<file path="src/rtl/simt_branch_sequencer.sv">
// Turns one resolved branch at a time into the SIMT stack write sequence.
// Per-warp stack depth is tracked so that a branch that would overflow is dropped and flagged.
module simt_branch_sequencer #(
    parameter int NUM_WARP_LOG    = 3,
    parameter int SIZE_PC         = 32,
    parameter int SIZE_CORE       = 8,
    parameter int STACK_DEPTH_LOG = 6
) (
    input  logic                              clk,
    input  logic                              reset,
    input  logic                              stall_i,
    input  logic                              br_valid_i,
    output logic                              br_ready_o,
    input  logic [NUM_WARP_LOG-1:0]           br_warp_i,
    input  logic [SIZE_CORE-1:0]              active_mask_i,
    input  logic [SIZE_CORE-1:0]              taken_mask_i,
    input  logic [SIZE_PC-1:0]                target_pc_i,
    input  logic [SIZE_PC-1:0]                fallthru_pc_i,
    input  logic [SIZE_PC-1:0]                rpc_i,
    input  logic [SIZE_PC-1:0]                rpc_tos_i,
    input  logic                              reconv_i,
    input  logic [NUM_WARP_LOG-1:0]           reconv_warp_i,
    output logic                              branch_o,
    output logic                              push_state_o,
    output logic [NUM_WARP_LOG-1:0]           branch_warp_o,
    output logic [NUM_WARP_LOG-1:0]           pre_branch_warp_o,
    output logic                              push_tos_o,
    output logic                              push_tossub1_o,
    output logic [2*SIZE_PC+SIZE_CORE-1:0]    packet_tos_o,
    output logic [2*SIZE_PC+SIZE_CORE-1:0]    packet_tossub1_o,
    output logic                              busy_o,
    output logic [NUM_WARP_LOG-1:0]           busy_warp_o,
    output logic                              overflow_o
);
    localparam int NUM_WARP = 2 ** NUM_WARP_LOG;
    localparam int SIZE_PKT = 2 * SIZE_PC + SIZE_CORE;
    localparam logic [STACK_DEPTH_LOG:0]   DEPTH_MAX  = (STACK_DEPTH_LOG+1)'((2 ** STACK_DEPTH_LOG) - 1);
    localparam logic [STACK_DEPTH_LOG:0]   DEPTH_STEP = (STACK_DEPTH_LOG+1)'(2);
    localparam logic [STACK_DEPTH_LOG-1:0] DEPTH_ZERO = STACK_DEPTH_LOG'(0);
    localparam logic [STACK_DEPTH_LOG-1:0] DEPTH_ONE  = STACK_DEPTH_LOG'(1);
    localparam logic [STACK_DEPTH_LOG-1:0] DEPTH_TWO  = STACK_DEPTH_LOG'(2);

    typedef enum logic [1:0] {
        S_IDLE = 2'd0,
        S_UNI  = 2'd1,
        S_PH1  = 2'd2,
        S_PH2  = 2'd3
    } state_t;

    state_t                      r_state;
    logic [NUM_WARP_LOG-1:0]     r_warp;
    logic [SIZE_PC-1:0]          r_rpc;
    logic [SIZE_PC-1:0]          r_target;
    logic [SIZE_PC-1:0]          r_fallthru;
    logic [SIZE_CORE-1:0]        r_m1;
    logic [SIZE_CORE-1:0]        r_m0;
    logic                        r_branch;
    logic                        r_push_state;
    logic                        r_push_tos;
    logic                        r_push_tossub1;
    logic [NUM_WARP_LOG-1:0]     r_branch_warp;
    logic [NUM_WARP_LOG-1:0]     r_pre_branch_warp;
    logic [SIZE_PKT-1:0]         r_packet_tos;
    logic [SIZE_PKT-1:0]         r_packet_tossub1;
    logic                        r_busy;
    logic                        r_overflow;
    logic [STACK_DEPTH_LOG-1:0]  r_depth [NUM_WARP];

    logic                        w_accept;
    logic [SIZE_CORE-1:0]        w_m1;
    logic [SIZE_CORE-1:0]        w_m0;
    logic                        w_any1;
    logic                        w_any0;
    logic                        w_divergent;
    logic                        w_uniform;
    logic [STACK_DEPTH_LOG-1:0]  w_depth_br;
    logic [STACK_DEPTH_LOG-1:0]  w_depth_rc;
    logic                        w_fits;
    logic                        w_push;
    logic                        w_drop;
    logic                        w_pop;
    logic                        w_underflow;

    assign br_ready_o  = (r_state == S_IDLE) & ~stall_i;
    assign w_accept    = br_valid_i & br_ready_o;
    assign w_m1        = active_mask_i & taken_mask_i;
    assign w_m0        = active_mask_i & ~taken_mask_i;
    assign w_any1      = |w_m1;
    assign w_any0      = |w_m0;
    assign w_divergent = w_accept & w_any1 & w_any0;
    assign w_uniform   = w_accept & (w_any1 ^ w_any0);
    assign w_depth_br  = r_depth[br_warp_i];
    assign w_depth_rc  = r_depth[reconv_warp_i];
    assign w_fits      = ({1'b0, w_depth_br} + DEPTH_STEP) <= DEPTH_MAX;
    assign w_push      = w_divergent & w_fits;
    assign w_drop      = w_divergent & ~w_fits;
    assign w_pop       = reconv_i & ~stall_i;
    // A pop on an empty stack is only an error if no push lands on that warp in the same cycle
    assign w_underflow = w_pop & (w_depth_rc == DEPTH_ZERO) & ~(w_push & (br_warp_i == reconv_warp_i));

    // Per-warp depth tracking and the sticky overflow/underflow flag
    always_ff @(posedge clk or negedge reset) begin
        if (!reset) begin
            for (int i = 0; i < NUM_WARP; i++) begin
                r_depth[i] <= DEPTH_ZERO;
            end
            r_overflow <= 1'b0;
        end else begin
            for (int i = 0; i < NUM_WARP; i++) begin
                if (w_push && (br_warp_i == NUM_WARP_LOG'(i)) && w_pop && (reconv_warp_i == NUM_WARP_LOG'(i))) begin
                    r_depth[i] <= r_depth[i] + DEPTH_ONE;
                end else if (w_push && (br_warp_i == NUM_WARP_LOG'(i))) begin
                    r_depth[i] <= r_depth[i] + DEPTH_TWO;
                end else if (w_pop && (reconv_warp_i == NUM_WARP_LOG'(i)) && (r_depth[i] != DEPTH_ZERO)) begin
                    r_depth[i] <= r_depth[i] - DEPTH_ONE;
                end else begin
                    r_depth[i] <= r_depth[i];
                end
            end
            r_overflow <= r_overflow | w_drop | w_underflow;
        end
    end

    // Sequencing FSM with registered strobes, packets and request latches
    always_ff @(posedge clk or negedge reset) begin
        if (!reset) begin
            r_state           <= S_IDLE;
            r_warp            <= {NUM_WARP_LOG{1'b0}};
            r_rpc             <= {SIZE_PC{1'b0}};
            r_target          <= {SIZE_PC{1'b0}};
            r_fallthru        <= {SIZE_PC{1'b0}};
            r_m1              <= {SIZE_CORE{1'b0}};
            r_m0              <= {SIZE_CORE{1'b0}};
            r_branch          <= 1'b0;
            r_push_state      <= 1'b0;
            r_push_tos        <= 1'b0;
            r_push_tossub1    <= 1'b0;
            r_branch_warp     <= {NUM_WARP_LOG{1'b0}};
            r_pre_branch_warp <= {NUM_WARP_LOG{1'b0}};
            r_packet_tos      <= {SIZE_PKT{1'b0}};
            r_packet_tossub1  <= {SIZE_PKT{1'b0}};
            r_busy            <= 1'b0;
        end else if (stall_i) begin
            r_branch       <= 1'b0;
            r_push_state   <= 1'b0;
            r_push_tos     <= 1'b0;
            r_push_tossub1 <= 1'b0;
        end else begin
            r_branch       <= 1'b0;
            r_push_state   <= 1'b0;
            r_push_tos     <= 1'b0;
            r_push_tossub1 <= 1'b0;
            case (r_state)
                S_IDLE: begin
                    if (w_accept) begin
                        r_warp     <= br_warp_i;
                        r_rpc      <= rpc_i;
                        r_target   <= target_pc_i;
                        r_fallthru <= fallthru_pc_i;
                        r_m1       <= w_m1;
                        r_m0       <= w_m0;
                    end
                    if (w_push) begin
                        r_state       <= S_PH1;
                        r_busy        <= 1'b1;
                        r_branch      <= 1'b1;
                        r_push_tos    <= 1'b1;
                        r_branch_warp <= br_warp_i;
                        r_packet_tos  <= {rpc_tos_i, rpc_i, active_mask_i};
                    end else if (w_uniform) begin
                        r_state           <= S_UNI;
                        r_busy            <= 1'b1;
                        r_push_state      <= 1'b1;
                        r_push_tos        <= 1'b1;
                        r_pre_branch_warp <= br_warp_i;
                        r_packet_tos      <= {rpc_tos_i, (w_any1 ? target_pc_i : fallthru_pc_i), active_mask_i};
                    end else begin
                        r_state <= S_IDLE;
                        r_busy  <= 1'b0;
                    end
                end
                S_PH1: begin
                    r_state           <= S_PH2;
                    r_busy            <= 1'b1;
                    r_push_state      <= 1'b1;
                    r_push_tos        <= 1'b1;
                    r_push_tossub1    <= 1'b1;
                    r_pre_branch_warp <= r_warp;
                    r_packet_tos      <= {r_rpc, r_target, r_m1};
                    r_packet_tossub1  <= {r_rpc, r_fallthru, r_m0};
                end
                S_UNI, S_PH2: begin
                    r_state <= S_IDLE;
                    r_busy  <= 1'b0;
                end
                default: begin
                    r_state <= S_IDLE;
                    r_busy  <= 1'b0;
                end
            endcase
        end
    end

    assign branch_o          = r_branch;
    assign push_state_o      = r_push_state;
    assign push_tos_o        = r_push_tos;
    assign push_tossub1_o    = r_push_tossub1;
    assign branch_warp_o     = r_branch_warp;
    assign pre_branch_warp_o = r_pre_branch_warp;
    assign packet_tos_o      = r_packet_tos;
    assign packet_tossub1_o  = r_packet_tossub1;
    assign busy_o            = r_busy;
    assign busy_warp_o       = r_warp;
    assign overflow_o        = r_overflow;

endmodule

</file>
<file path="config.mk">
export PLATFORM = sky130hd
export DESIGN_NAME = simt_branch_sequencer
export DESIGN_NICKNAME = d
export VERILOG_FILES = /design/src/rtl/simt_branch_sequencer.sv
export SDC_FILE = /design/constraint.sdc
export NUM_CORES = 1
export LEC_CHECK = 0
export CORE_MARGIN = 5
export CORE_UTILIZATION = 56
export DETAILED_ROUTE_END_ITERATION = 8
export GPL_TIMING_DRIVEN = 0
export PLACE_DENSITY = 0.86
export REMOVE_ABC_BUFFERS = 1
export SLEW_MARGIN = 20
export SYNTH_ARGS = -nofsm -noshare
export SYNTH_HDL_FRONTEND = slang
export SYNTH_SLANG_ARGS = --single-unit
</file>
<file path="constraint.sdc">
create_clock -name clk -period 7 [get_ports clk]
set_input_delay 1.4 -clock clk [delete_from_list [all_inputs] [get_ports clk]]
set_output_delay 1.4 -clock clk [all_outputs]
set_load 0.03 [all_outputs]
</file>
* Yosys cells after proc, flatten, opt, wreduce, memory -nomap -nowiden
Index checks and enable logic that the tools add are counted.
** Operators by class
- Add/sub/neg operators :: 25
- Magnitude comparators :: 3
- Eq/ne operators :: 21
- Multiplexer cells :: 53
- Bitwise gates (word level) :: 22
- Reduce and logical (&&, ||, !) cells :: 69
** Operators by type and width (number)
- $mux W6 :: 28
- $mux W72 :: 2
- $pmux W72 S2 :: 1
- $add A6 B1 Y6 const B :: 8
- $add A6 B2 Y6 const B :: 8
- $reduce_bool A6 Y1 :: 8
- $sub A6 B1 Y6 const B :: 8
- $logic_and A1 B1 Y1 :: 40
- $bmux W6 S3 :: 2
- $mux W32 :: 1
- $eq A3 B3 Y1 const B :: 8
- $reduce_bool A3 Y1 :: 8
- $and A8 B8 Y8 :: 2
- $reduce_or A8 Y1 :: 2
- $eq A3 B2 Y1 const B :: 4
- $and A1 B1 Y1 :: 11
- $mux W1 :: 11
- $reduce_and A3 Y1 :: 3
- $ge A4 B4 Y1 const B :: 2
- $not A3 Y4 :: 2
- $not A8 Y8 :: 1
- $add A6 B2 Y7 const B :: 1
- $le A7 B6 Y1 const B :: 1
- $eq A3 B1 Y1 const B :: 2
- 21 further kinds :: 29
** Word-level totals
- Flip-flop bits (word level) :: 321
- Input port bits :: 155
- Output and inout bits :: 160
- Word-level logic and storage cells :: 218

* Depth between registers and ports, before layout
Gate-level depths: netlist of run 1.
- Depth in word-level cells :: 11
- Depth in mapped cells :: 18
- Mapped depth without buffers :: 13

* Worst setup path before layout of run 1
Ideal clock, no wire load.
- Path kind :: input to register
- Start point :: input br_warp_i[1]
- End point :: register r_depth[16] (netlist name)
- Setup time :: 125 ps
- Arrival time :: 4048 ps
- Data required time :: 6875 ps
- Slack :: 2827 ps
- Cell stages on the path :: 14
- Path buffers :: 3
- Path through :: buf_1 -> buf_2 -> a21oi_1 -> o22ai_1 -> a21oi_1 -> ha_1 -> o21a_1 -> a31oi_1 -> o32ai_1 -> a31o_1 -> buf_6 -> nor3_4 -> mux2_1 -> xor2_1
** Between the ends
- Cells in the longest elaborated chain, start to end :: 11
- Elaborated cells between the ends (all ways) :: 14
- Classes of those cells :: add/sub (1); order compare (1); eq/ne (1); mux (5); bitwise (2); reduce/logical (4)
** RTL lines
- start: declaration :: line 14 : input logic [NUM_WARP_LOG-1:0] br_warp_i,
- $not A3 Y4 (implied by the code) :: line 92 : assign w_depth_br = r_depth[br_warp_i];
- $bmux W6 S3 :: line 92
- $mux W6 (implied by the code) (2 in a row) :: line 92
- $add A6 B2 Y7 :: line 94 : assign w_fits = ({1'b0, w_depth_br} + DEPTH_STEP) <= DEPTH_MAX;
- $le A7 B6 Y1 :: line 94
- $and A1 B1 Y1 :: line 95 : assign w_push = w_divergent & w_fits;
- $logic_and A1 B1 Y1 * :: line 110, 112
- $logic_and A1 B1 Y1 (2 in a row) :: line 110 : if (w_push && (br_warp_i == NUM_WARP_LOG'(i)) && w_pop && (reconv_warp_i == NUM_WARP_LOG'(i))) begin
- $reduce_bool A3 Y1 (no line) or $mux W6 (tied branches)
- end signal: indexed assignment :: line 111 : r_depth[i] <= r_depth[i] + DEPTH_ONE;
- end signal: indexed assignment :: line 113 : r_depth[i] <= r_depth[i] + DEPTH_TWO;
- end signal: indexed assignment :: line 115 : r_depth[i] <= r_depth[i] - DEPTH_ONE;
- end: declaration :: line 67 : logic [STACK_DEPTH_LOG-1:0] r_depth [NUM_WARP];
Mark *: on every way between the ends. The rest lies on a longest branch, timed or not. The select of a mux whose other input is x is not followed.
A chain may end at the register's enable or synchronous reset.

* Worst setup path after layout of run 1
- Start point :: input br_warp_i[0]
- End point :: register r_packet_tos[38] (netlist: packet_tos_o[38])
** Between the ends
- Cells in the longest elaborated chain, start to end :: 9
- Elaborated cells between the ends (all ways) :: 11
- Classes of those cells :: add/sub (1); order compare (1); eq/ne (1); mux (5); bitwise (2); reduce/logical (1)
** RTL lines
- $not A3 Y4 (implied by the code) * :: line 92
- $bmux W6 S3 * :: line 92
- $mux W6 (implied by the code) * (2 in a row) :: line 92
- $add A6 B2 Y7 * :: line 94
- $le A7 B6 Y1 * :: line 94
- $and A1 B1 Y1 * :: line 95
- $ne A3 B3 Y1 (no line) or $mux W72 (tied branches)
- $reduce_and A3 Y1 (no line) or $pmux W72 S2 (tied branches)
- end signal: assignment :: line 140 : r_packet_tos <= {SIZE_PKT{1'b0}};
- end signal: assignment :: line 169 : r_packet_tos <= {rpc_tos_i, rpc_i, active_mask_i};
- end signal: assignment :: line 176 : r_packet_tos <= {rpc_tos_i, (w_any1 ? target_pc_i : fallthru_pc_i), active_mask_i};
- end: declaration :: line 63 : logic [SIZE_PKT-1:0] r_packet_tos;
Marks and branches as above.

==> results of run 1 <==
power by group through the flow:
| stage | sequential, uW | clock, uW | combinational [uW] |
|---|---|---|---|
| final | 3410 | 1940 | 4460 |
| after global routing | 3510 | 2040 | 4790 |
| after CTS | 3390 | 1960 | 4460 |
| after detailed placement | 3400 | 0 | 4390 |
| after global placement | 3350 | 0 | 4210 |
| after floorplan | 4080 | 0 | 1770 |
tightest hold or removal path: stages, from the launching register on:
cell,delay [ns]
dfrtp_1,0.34
nand2_1,0.05
nand2_1,0.06
cells in the mapped netlist, types with 5 or more instances:
master	number
o211ai_1	43
xor2_1	16
nand3_1	56
nor4_1	10
nor3_1	14
buf_1	9
a21oi_1	27
nand4_1	6
mux2i_1	70
ha_1	50
clkbuf_1	66
nor2_1	72
dfrtp_1	321
nand2b_1	11
a2bb2oi_1	5
xnor2_1	24
a31oi_1	45
o21ai_0	94
or3_1	9
mux4_2	6
buf_2	25
a41oi_1	5
inv_1	34
nand2_1	542
mux2_2	76
area by class of cell:
| class | count | area (um2) |
|---|---|---|
| Clock inverter | 15 | 193 |
| Tap cell | 378 | 473 |
| Antenna cell | 14 | 35.0 |
| Fill cell | 1755 | 7070 |
| Multi-Input combinational cell | 1243 | 7410 |
| Timing Repair Buffer | 331 | 3540 |
| Sequential cell | 321 | 8030 |
| Inverter | 37 | 144 |
| Clock buffer | 47 | 1030 |
registers in the layout, summed over array words and instances, names as in the netlist:
register	cells
r_state	2
busy_warp_o	3
push_tossub1_o	1
r_m1	8
busy_o	1
branch_warp_o	3
r_m0	8
r_target	32
overflow_o	1
packet_tossub1_o	72
packet_tos_o	72
r_depth	48
push_state_o	1
pre_branch_warp_o	3
r_fallthru	32
branch_o	1
push_tos_o	1
r_rpc	32
cells by family (layout without fill, tap and decap cells):
| logic type | after synthesis | after routing | synth area share |
|---|---|---|---|
| xor gates and xnor gates | 40 | 40 | 0.0220 |
| other | 0 | 14 | 0 |
| AOI/OAI and AO/OA | 251 | 251 | 0.0977 |
| and+or+nand+nor | 749 | 749 | 0.196 |
| adders and majority gates | 50 | 50 | 0.0392 |
| DFF | 321 | 321 | 0.503 |
| buffers and inverters | 138 | 430 | 0.0349 |
| muxes | 153 | 153 | 0.107 |
metrics by stage:
| stage | util | power [uW] | instance area, um2 | setup TNS (ns) | setup WS [ns] |
|---|---|---|---|---|---|
| finish | 0.747 | 9810 | 20900 | 0 | 1.26 |
| global route | 0.747 | 10300 | 20900 | 0 | 0.891 |
| CTS | 0.746 | 9800 | 20800 | 0 | 1.28 |
| detailed placement | 0.702 | 7800 | 19600 | 0 | 0.759 |
| global placement | 0.686 | 7560 | 19200 | -3617.59 | -9.29 |
| floorplan | - | 5850 | 15500 | -42.88 | -0.975 |
worst paths after layout:
path	startpoint	to	slack, ns	cells past startpoint
hold reg to reg	r_fallthru[31]	r_fallthru[31]	0.47	2
min in group asynchronous	reset	push_tos_o	0.84	1
setup / recovery	br_warp_i[0]	packet_tos_o[38]	1.26	16
max in group asynchronous	reset	packet_tossub1_o[31]	5.21	2
hold / removal	r_fallthru[31]	r_fallthru[31]	0.47	2
setup reg to reg	r_depth[44]	packet_tos_o[38]	2.77	15
routing by layer:
layer  share of wire  routed length [um]  GRT usage
met3           0.086                4370     0.0791
met4           0.053                2680      0.158
met5         0.00026                  13          0
met2            0.49               24900      0.519
met1            0.37               19000      0.380
==> metrics.csv, run 1 <==
metric,value,unit
status,finished clean,
H-tree depth,2,
die height,179,um
final WL,51000,um
# Post-CTS Setup Buffers,0,
CP max FO,73,
Initial Util,0.571,
clk root buf,clkbuf_16,
number of DRC markers in iteration 0,1448,
gr ovfl total,0,
CTS Buf Count,35,
post-route antenna net violation count,0,
# resized after CTS,0,
# setup viols final,0,
most frequent CP cell,buf_16,
hold_buf cts,0,
Cells after Synth,1702,
register area share after synthesis,0.503,
final hold violations,0,
sequential share of power,0.348,
die width,179,um
Placed Instances,2310,
Buffers & Inverters on Critical Path,5,
Worst Hold Slack,0.471,ns
ranking of synthesized cells by area,"dfrtp_1 (50%), nand2_1 (13%), mux2_2 (5.4%)",
endpoint class of the critical path,register,
Ports,315,
"Slowest-stage cell, CP",clkdlybuf4s50_1,
fmax,174,MHz
CTS Buffer Depth,3,
VDD IR-drop max,0.233,mV
Slew headroom,0.402,
combinational power share,0.455,
Buffers on Ports,314,
fraction of layout instances using a drive strength above 1,0.0903,
Critical Path Max Stage Delay,0.95,ns
Psw,4110,uW
ys async rst share,1.00,
post-synth top area share,0.503,
"Period Utilization, post-route",0.821,
via count,14100,
Post-synth top flop,dfrtp_1,
"Critical Path, Cell by Cell","clkdlybuf4s50_1, inv_1, a2bb2oi_1, o22ai_1, a21oi_1, ha_1, o21a_1, nand2_1, o32ai_1, a31o_4, and2_2, inv_6, buf_16, nand2_2, buf_16, o211ai_1",
Max-Cap Viols,0,
post-synthesis cell type count,59,
dominant cell type by area after synthesis,dfrtp_1,
Rows,61,
CTS tree,yes,
DRC,0,
CP Launch Type,primary input,
"commonest non-fill, non-tap cell in the layout",nand2_1,
most frequent cells in the layout,"nand2_1 (539), dfrtp_1 (321), clkdlybuf4s50_1 (312), o21ai_0 (94), mux2_2 (76)",
Required @ worst endpoint,7.38,ns
Synth warnings,0,
die area,32000,um2
global placer's final weighted congestion,0.901,
first-pass GRT wire length,79200,um
RSZ-0062 raised after global routing,false,
Post-DP HPWL,34900,um
Layout Nets,2174,
internal cell power,5700,uW
WL/cell,21.4,um
Pins Over Slew Limit,0,
Top Family by Delay on Critical Path,buffers and inverters,
post-route minimum period,5.74,ns
clk_skew,0.0249,ns
vias in the first global route,14200,
P&R area growth vs syn,30.8,%
critical path arrival,6.12,ns
core area,27900,um2
largest net degree at the start of global routing,101,
fin cells,2386,
drt pass-1 iters,5,
Post-synth EDFFs,0,
Global Route Usage Sum,0.313,
Sw Ratio,0.419,
power density cells,470,nW/um2
synthesis-stage register bit count,321,
# clock sinks,321,
Hold WC Path Type,reg -> reg,
Mapped Area,16000,um2
Worst-Margin Slew,0.894,ns
clock slew at reported path FFs,0.06,ns
syn avg cell area,9.37,um2
vias per std cell,5.93,
clock latency at the later pin of the worst-skew pair,0.52,ns
clock network fraction of total power,0.197,
initial antenna violation count,12,
Pleak,0.00939,uW
crit path kind,in -> reg,
Power figures use the tool's default switching activity.
==> run 2: changes to the inputs <==
Settings changed: CORE_UTILIZATION 56 to 52, PLACE_DENSITY 0.86 to 0.8.
Clock period 7 ns to 5.9 ns, I/O delays scaled along.
==> metrics.csv, run 2 (synthesis results as in run 1) <==
metric,value,unit,change
fmax,182,MHz,
DP Area,19700,um2,was 19600 um2
post-route minimum period,5.48,ns,
CP max FO,62,,was 73
H-tree depth,2,,unchanged
CP Launch Type,primary input,,unchanged
core area,30400,um2,was 27900 um2
RSZ-0062 raised after global routing,false,,unchanged
clock slew at reported path FFs,0.06,ns,about the same
sum of negative setup slack,0,ns,unchanged
Slew headroom,0.410,,was 0.402
largest net degree at the start of global routing,97,,was 101
power density cells,548,nW/um2,was 470 nW/um2
Max-Cap Viols,0,,unchanged
P&R area growth vs syn,30.8,%,unchanged
"Period Utilization, post-route",0.929,,
die height,185,um,was 179 um
Rows,64,,was 61
drt pass-1 iters,5,,unchanged
Required @ worst endpoint,6.32,ns,was 7.38 ns
Post-DP HPWL,34300,um,was 34900 um
global placer's final weighted congestion,0.918,,was 0.901
worst setup margin,0.420,ns,was 1.26 ns
post-route antenna net violation count,0,,unchanged
CTS Buffer Depth,3,,unchanged
final WL,48800,um,was 51000 um
Buffers & Inverters on Critical Path,5,,unchanged
die area,34300,um2,was 32000 um2
Critical Path Max Stage Delay,0.75,ns,was 0.95 ns
Layout Nets,2177,,was 2174
Reg-to-Reg Start,r_state[0],,was r_depth[44]
number of DRC markers in iteration 0,1089,,was 1448
"commonest non-fill, non-tap cell in the layout",nand2_1,,unchanged
crit path kind,in -> reg,,unchanged
final hold violations,0,,unchanged
via count,13800,,was 14100
Buffers on Ports,314,,unchanged
Worst setup startpoint,stall_i,,was br_warp_i[0]
clock latency at the later pin of the worst-skew pair,0.52,ns,about the same
most frequent cells in the layout,"nand2_1 (539), dfrtp_1 (321), clkdlybuf4s50_1 (311), o21ai_0 (94), mux2_2 (76)",,"was nand2_1 (539), dfrtp_1 (321), clkdlybuf4s50_1 (312), o21ai_0 (94), mux2_2 (76)"
critical path arrival,5.90,ns,was 6.12 ns
# setup viols final,0,,unchanged
vias in the first global route,13700,,was 14200
VDD IR-drop max,0.299,mV,was 0.233 mV
# clock sinks,321,,unchanged
Initial Util,0.524,,was 0.571
Placed Instances,2330,,was 2310
clk root buf,clkbuf_16,,unchanged
"Slowest-stage cell, CP",nor3_1,,was clkdlybuf4s50_1
Global Route Usage Sum,0.280,,was 0.313
fraction of layout instances using a drive strength above 1,0.0877,,was 0.0903
status,finished clean,,unchanged
R2R cell count,11,,was 15
pre-CTS WS,-0.512,ns,was 0.759 ns
Hold WC Path Type,reg -> reg,,unchanged
CTS Buf Count,36,,was 35
Pins Over Slew Limit,0,,unchanged
Reg2Reg Setup Slack,1.35,ns,was 2.77 ns
Worst Hold Slack,0.471,ns,about the same
vias per std cell,5.73,,was 5.93
DRC,0,,unchanged
Pleak,0.00937,uW,was 0.00939 uW
WP depth,12,,was 16
clk_skew,0.0273,ns,was 0.0249 ns
first-pass GRT wire length,75800,um,was 79200 um
Worst-Margin Slew,0.883,ns,was 0.894 ns
reg2reg end,packet_tos_o[21],,was packet_tos_o[38]
endpoint class of the critical path,register,,unchanged
Top Family by Delay on Critical Path,simple AND/OR/NAND/NOR gates,,was buffers and inverters
die width,185,um,was 179 um
initial antenna violation count,10,,was 12
WL/cell,20.3,um,was 21.4 um
fin area,20900,um2,unchanged
fin cells,2403,,was 2386
most frequent CP cell,buf_16,,unchanged
CTS tree,yes,,unchanged
"Critical Path, Cell by Cell","clkdlybuf4s50_1, nor3_1, and2_4, buf_16, nand3b_1, a31o_4, buf_16, and2_4, inv_6, nand2_4, buf_16, o211ai_1",,"was clkdlybuf4s50_1, inv_1, a2bb2oi_1, o22ai_1, a21oi_1, ha_1, o21a_1, nand2_1, o32ai_1, a31o_4, and2_2, inv_6, buf_16, nand2_2, buf_16, o211ai_1"
gr ovfl total,0,,unchanged
Ports,315,,unchanged
worst setup path endpoint,packet_tos_o[21],,was packet_tos_o[38]
==> run 2: cell types whose count changed in the layout (fill, tap and decap cells not counted), sizes merged <==
cell	delta
buf	+2
bufinv	-3
clkbuf	+2
clkdlybuf4s50	-1
clkinv	-1
diode	-2
dlygate4sd2	+1
inv	+1
==> run 2: layer usage <==
layer  wire length, um  GRT usage  up-vias
li1                  -          -     6340
met1             18800      0.353     6728
met2             23900      0.467      550
met3              3990     0.0583      141
met4              2110      0.125        4
met5                27          0        -
==> run 2: stage by stage <==
stage,power [uW],utilization
2_1_floorplan,6940,-
3_3_place_gp,8990,0.630
3_5_place_dp,9280,0.648
4_1_cts,11500,0.684
5_1_grt,12100,0.685
6_report,11400,0.686
==> run 2: area by class of cell <==
type                       instances  area [um2]
antenna                           12        30.0
clock buffer                      49        1000
clock inverter                    12         110
fill                            2297        9560
inverter                          37         144
multi-input combinational       1243        7420
sequential                       321        8030
tap                              396         495
timing repair buffer             333        3630
==> run 2: worst min path at each step <==
stage | from | slack (ns) | depth (start not counted) | end
after detailed placement | r_fallthru[25] | 0.46 | 2 | r_fallthru[25]
after floorplan | r_fallthru[0] | 0.44 | 2 | r_fallthru[0]
final | r_m0[4] | 0.47 | 2 | r_m0[4]
after CTS | r_fallthru[29] | 0.47 | 2 | r_fallthru[29]
after global routing | r_fallthru[16] | 0.49 | 2 | r_fallthru[16]
after global placement | r_fallthru[19] | 0.45 | 2 | r_fallthru[19]
==> run 2: worst register-to-register path, stage by stage, from the launching register on <==
cell,delay (ns)
dfrtp_1,0.43
nor3_1,0.71
and2_4,0.60
buf_16,0.34
nand3b_1,0.27
a31o_4,0.43
buf_16,0.27
and2_4,0.27
inv_6,0.38
nand2_4,0.29
buf_16,0.26
o211ai_1,0.22
==> run 2: what timing repair did <==
item / 4_1_cts / 5_1_grt
setup buffers: 0 / 0
setup endpoints to repair: 2 / 27
hold endpoints to repair: 0 / 0
hold buffers: 0 / 0
resized for setup: 1 / 2
==> run 2: report_power, final <==
group	internal (uW)	switching (uW)	total, uW
Combinational	2190	3100	5280
Sequential	3220	794	4020
Clock	1240	902	2140
